$ cat src/rtl/td4_clk_pkg.sv
// td4_clk_pkg: mode encoding, speed-select width and default tick rates for the TD4 clock sequencer.
package td4_clk_pkg;
    typedef enum logic [1:0] {IDLE = 2'd0, RUN = 2'd1, HALTED = 2'd2} clk_mode_t;
    localparam int SPEED_W = 2;
    localparam logic [31:0] RATE0_DEF = 32'd100_000_000;
    localparam logic [31:0] RATE1_DEF = 32'd10_000_000;
    localparam logic [31:0] RATE2_DEF = 32'd1_000_000;
    localparam logic [31:0] RATE3_DEF = 32'd1;
    localparam int unsigned DEBOUNCE_DEF = 1_000_000;
    // A zero rate behaves as one tick per cycle.
    function automatic logic [31:0] last_count(input logic [31:0] r);
        return (r == 32'd0) ? 32'd0 : r - 32'd1;
    endfunction
endpackage

$ cat src/rtl/step_conditioner.sv
// step_conditioner: 2-flop sync, optional debounce (CPU_CLOCK_CTRL_DEBOUNCE_EN) and rising-edge pulse
// for the manual step button.
module step_conditioner
    import td4_clk_pkg::*;
#(
    parameter int unsigned DEBOUNCE_CYCLES = DEBOUNCE_DEF
) (
    input  logic clock,
    input  logic reset,
    input  logic btn,
    output logic pulse
);
    logic [1:0] sync_q;
    logic       level;
    logic       prev_q;
    always_ff @(posedge clock or posedge reset) begin
        if (reset) begin
            sync_q <= '0;
            prev_q <= 1'b0;
        end else begin
            sync_q <= {sync_q[0], btn};
            prev_q <= level;
        end
    end
`ifdef CPU_CLOCK_CTRL_DEBOUNCE_EN
    logic        level_q, level_d;
    logic [31:0] cnt_q, cnt_d;
    // cnt_q counts consecutive cycles the synchronized input disagrees with the accepted level.
    always_comb begin
        level_d = level_q;
        cnt_d   = '0;
        if (sync_q[1] != level_q) begin
            if (cnt_q + 32'd1 >= DEBOUNCE_CYCLES) level_d = sync_q[1];
            else cnt_d = cnt_q + 32'd1;
        end
    end
    always_ff @(posedge clock or posedge reset) begin
        if (reset) begin
            level_q <= 1'b0;
            cnt_q   <= '0;
        end else begin
            level_q <= level_d;
            cnt_q   <= cnt_d;
        end
    end
    assign level = level_q;
`else
    assign level = sync_q[1];
`endif
    assign pulse = level & ~prev_q;
endmodule

$ cat src/rtl/cpu_clock_ctrl.sv
// cpu_clock_ctrl: TD4 clock-enable sequencer (free-run at 4 rates, manual step, halt).
// Step-button debounce is enabled by defining CPU_CLOCK_CTRL_DEBOUNCE_EN.
module cpu_clock_ctrl
    import td4_clk_pkg::*;
#(
    parameter logic [31:0]  RATE0           = RATE0_DEF,
    parameter logic [31:0]  RATE1           = RATE1_DEF,
    parameter logic [31:0]  RATE2           = RATE2_DEF,
    parameter logic [31:0]  RATE3           = RATE3_DEF,
    parameter int unsigned  DEBOUNCE_CYCLES = DEBOUNCE_DEF
) (
    input  logic               clock,
    input  logic               reset,
    input  logic               run_sw,
    input  logic               step_btn,
    input  logic [SPEED_W-1:0] speed_sel,
    input  logic               halt_req,
    output logic               cpu_tick,
    output logic               tick_led,
    output logic [1:0]         mode
);
    clk_mode_t          state_q, state_d;
    logic [31:0]        div_q, div_d, last;
    logic [SPEED_W-1:0] spd_q;
    logic [1:0]         run_q;
    logic               tick_q, tick_d, led_q, step_pulse, run_sync;

    step_conditioner #(.DEBOUNCE_CYCLES(DEBOUNCE_CYCLES)) u_step (
        .clock (clock),
        .reset (reset),
        .btn   (step_btn),
        .pulse (step_pulse)
    );

    assign run_sync = run_q[1];
    assign last = last_count(speed_sel == 2'd0 ? RATE0 :
                             speed_sel == 2'd1 ? RATE1 :
                             speed_sel == 2'd2 ? RATE2 : RATE3);

    // Priority in RUN: leave on run_sw=0, then halt, then rate change, then terminal count.
    always_comb begin
        state_d = state_q;
        div_d   = '0;
        tick_d  = 1'b0;
        case (state_q)
            IDLE: begin
                if (run_sync) state_d = RUN;
                else tick_d = step_pulse;
            end
            RUN: begin
                if (!run_sync) state_d = IDLE;
                else if (halt_req) state_d = HALTED;
                else if (speed_sel == spd_q) begin
                    tick_d = (div_q == last);
                    div_d  = (div_q >= last) ? '0 : div_q + 32'd1;
                end
            end
            HALTED: begin
                if (!run_sync) state_d = IDLE;
            end
            default: state_d = IDLE;
        endcase
    end

    always_ff @(posedge clock or posedge reset) begin
        if (reset) begin
            state_q <= IDLE;
            div_q   <= '0;
            spd_q   <= '0;
            run_q   <= '0;
            tick_q  <= 1'b0;
            led_q   <= 1'b0;
        end else begin
            state_q <= state_d;
            div_q   <= div_d;
            spd_q   <= speed_sel;
            run_q   <= {run_q[0], run_sw};
            tick_q  <= tick_d;
            led_q   <= led_q ^ tick_d;
        end
    end

    assign cpu_tick = tick_q;
    assign tick_led = led_q;
    assign mode     = state_q;
endmodule

$ cat config.mk
export PLATFORM = sky130hd
export DESIGN_NAME = cpu_clock_ctrl
export DESIGN_NICKNAME = d
export VERILOG_FILES = /design/src/rtl/td4_clk_pkg.sv /design/src/rtl/step_conditioner.sv /design/src/rtl/cpu_clock_ctrl.sv
export SDC_FILE = /design/constraint.sdc
export NUM_CORES = 1
export LEC_CHECK = 0
export ABC_AREA = 0
export BUFFER_PORTS_ARGS = -buffer_cell sky130_fd_sc_hd__buf_2
export CAP_MARGIN = 25
export CORE_MARGIN = 3
export CORE_UTILIZATION = 60
export DETAILED_ROUTE_END_ITERATION = 12
export GPL_TIMING_DRIVEN = 0
export HOLD_SLACK_MARGIN = 0.15
export PLACE_DENSITY = 0.78
export SYNTH_ARGS = -nofsm -noshare
export SYNTH_HDL_FRONTEND = slang
export SYNTH_SLANG_ARGS = --single-unit
$ cat constraint.sdc
create_clock -name clock -period 2.5 [get_ports clock]
set_input_delay 0.25 -clock clock [delete_from_list [all_inputs] [get_ports clock]]
set_output_delay 0.25 -clock clock [all_outputs]
set_load 0.1 [all_outputs]
==> metrics <==
Initial Util=64.64%; largest net degree at the start of global routing=44; Critical R2R Capture=div_q[0]$_DFF_PP0_; Filler cells=261; initial antenna violation count=0; Pint=0.0009881 W; Seq. cell area=about 0.0011 mm^2; Slew HR=37.09%; largest cells by area after synthesis=dfrtp_1 40%, ha_1 17%, xor2_1 7.5%; final hold slack=0.1253 ns; Slew Limit Fails=0; # clock sinks=43; Max FO, Critical Path=10; Multi-input gate area=0.001760 mm^2; yosys warns=0; Synth async-reset ratio=100.0%; Max Freq=~0.38 GHz; worst IR drop on VDD=~0.26 mV; root buffer cell=clkbuf_8; final setup violation count=20; worst hold-check path type=in -> async; DR vias=2,233; Reg2Reg Setup Slack=0.13 ns; GRT overflow=0; leak pwr=1.403 nW; Die X=72.82 um; Vias/cell=6.417; port bufs=10; critical path startpoint category=input port; DP Worst Slack=-0.6757 ns; # H-tree levels=2; # rows=23; Post-Route WL=6819 um; Final min period=approximately 2.6 ns; Max Cap Viol=0; RD Place Congestion=0.8060; clock buffers created by TritonCTS=5; CTS max path bufs=2; number of global-route vias before repair=2,058; I/O Pins=11; critical path class=in -> reg; final setup skew=0.01344 ns; Final Total Pwr=0.001447 W; Hold Vio Cnt, Final=0; Critical Path RT=2.69 ns; Cells after Synth=265; layout cells sized above 1=24.16%; area leader, netlist=dfrtp_1; GR Util All Layers=a little under a quarter; synthesis-to-layout area growth=24.29%; post-synthesis register bit count=43; area share of the largest cell type after synthesis=40.17%; mean cell area of the mapped netlist=10.11 um^2; Design Area, Final=0.003329 mm^2; Final HPWL DP=3907 um; synthesized cell area=~0.0027 mm^2; r2r startpoint=div_q[5]$_DFF_PP0_; sw power=0.0004591 W; failing checks=negative setup slack; Final nets=340; die height=72.82 um; Remaining DRCs=0; initial DRC count=258; pwr/cell area=434.7 mW/mm^2; Area after DPL=0.002803 mm^2; clock share of power=32.1%; Least-Margin Pin Slew=0.9359 ns; worst r2r path cells=8; Reg power frac=slightly above 50%; die area=0.005303 mm^2; Ant. Diodes=0; end-of-flow core utilization=between 80% and 90%; Clock Latency Late Sink=a little over 0.3 ns; core area=0.004144 mm^2; setup ws final=-0.1144 ns; first-pass GRT wire length=roughly 9600 um; critical path endpoint category=flop; antenna-violating nets left=0; final worst-path cycle share=104.6%; TritonCTS clock tree=yes; power share of the combinational group=17.6%; Synth Flop Type=dfrtp_1; distinct cell type count after synthesis=39; DR pass1 iterations=4; worst path arrival time=between 2 and 3 ns; Net Sw Frac=a little under a third; sequential element share of the synthesized area=40.17%; Clk pin slew, worst setup/hold paths=0.10 ns; Routed WL per cell=a little under 20 um; status=finished with violations; RSZ-0062 raised after global routing=true; Post-synth EDFFs=0
[placed cells by master, fill, tap and decap left out, types with 4 or more instances in the layout]
master	synthesis	routed
a21oi_1	13	12
and4_1	5	5
buf_2	2	10
buf_4	2	7
buf_6	2	4
clkbuf_8	0	5
dfrtp_1	43	43
dlygate4sd3_1	0	5
ha_1	36	27
ha_4	0	8
inv_1	13	8
nand2_1	13	13
nand3_1	11	10
nand4_1	20	20
nor2_1	10	8
nor3_1	29	14
nor3_2	0	7
nor3_4	0	8
o21ai_0	4	4
xnor2_1	7	7
xor2_1	23	23
[synthesized netlist by cell type, types with 4 or more instances]
library cell	instances
nand3_1	11
xnor2_1	7
xor2_1	23
inv_1	13
o21ai_0	4
nand4_1	20
nand2_1	13
dfrtp_1	43
nor2_1	10
nor3_1	29
and4_1	5
a21oi_1	13
ha_1	36
[how the worst max path moves through the flow]
stage	cells after the start	start	to	slack, ns
finish	15	speed_sel[0]	div_q[21]$_DFF_PP0_	-0.11
global route	15	speed_sel[0]	div_q[21]$_DFF_PP0_	-0.14
CTS	15	speed_sel[0]	div_q[26]$_DFF_PP0_	0.009
detailed placement	14	speed_sel[0]	div_q[26]$_DFF_PP0_	-0.68
global placement	14	speed_sel[0]	div_q[22]$_DFF_PP0_	-0.56
floorplan	13	speed_sel[0]	div_q[28]$_DFF_PP0_	0.009
[logic make-up after synthesis]
group / count (synthesis) / synth area share [%]
other cells: 1 / 0.1400
xor+xnor: 30 / 9.808
fa+ha+maj: 36 / 16.81
simple gates: 106 / 22.56
compound gates: 28 / 6.633
buf+inv: 21 / 3.877
flops: 43 / 40.17
[sequential cells by signal, indices dropped and copies added, names as in the netlist]
signal and count:
cpu_tick 1, div_q 32, mode 2, run_q 2, spd_q 2, tick_led 1, u_step.prev_q 1, u_step.sync_q 2
[area by class of cell]
cell class / instances / share of cell area, %
multi-input cells: 203 / 52.87
inverters: 13 / 1.992
well taps: 50 / 1.879
clock buffers: 5 / 2.067
repair buffers: 23 / 5.900
flip-flops and latches: 43 / 32.32
plain buffers: 8 / 2.217
clock inverters: 3 / 0.7516
[per-layer routing]
metal  vias up  wire (um)  global-route usage [%]
met2        84       3391                   37.07
met3        14        375                   4.132
met5         -          0                       0
met1      1102       2911                   33.24
met4         0        140                   6.557
li1       1033          -                       -
[worst max-delay path, cell delays in order]
cell and delay, ns:
buf_12 0.13, clkinv_8 0.05, ha_4 0.13, inv_4 0.04
ha_4 0.16, nand2_1 0.10, nand3_2 0.18, ha_1 0.38
nand4_1 0.17, nor4_4 0.36, a32oi_1 0.16, nand4_1 0.19
buf_6 0.18, buf_6 0.23, nor3_4 0.06
[power groups by stage]
stage	combinational [W]	sequential [W]	clock, W
floorplan	0.0000763	0.000822	0
global placement	0.000198	0.000740	0
detailed placement	0.000203	0.000741	0
CTS	0.000221	0.000727	0.000469
global route	0.000269	0.000730	0.000499
finish	0.000255	0.000728	0.000464
[stage by stage]
| stage | TNS (ns) | cells |
|---|---|---|
| 6_report | -1.193 | 348 |
| 5_1_grt | -1.838 | 348 |
| 4_1_cts | 0 | 340 |
| 3_5_place_dp | -16.74 | 327 |
| 3_3_place_gp | -13.73 | 327 |
| 2_1_floorplan | 0 | 267 |
[repair_timing]
item | CTS | global route
endpoints found under the setup margin | 30 | 25
gates cloned | 0 | 2
setup buffers | 0 | 6
hold buffers | 5 | 0
hold endpoints to repair | 5 | 0
pin swaps | 1 | 19
gates resized for setup | 18 | 48
Power figures use the tool's default switching activity.
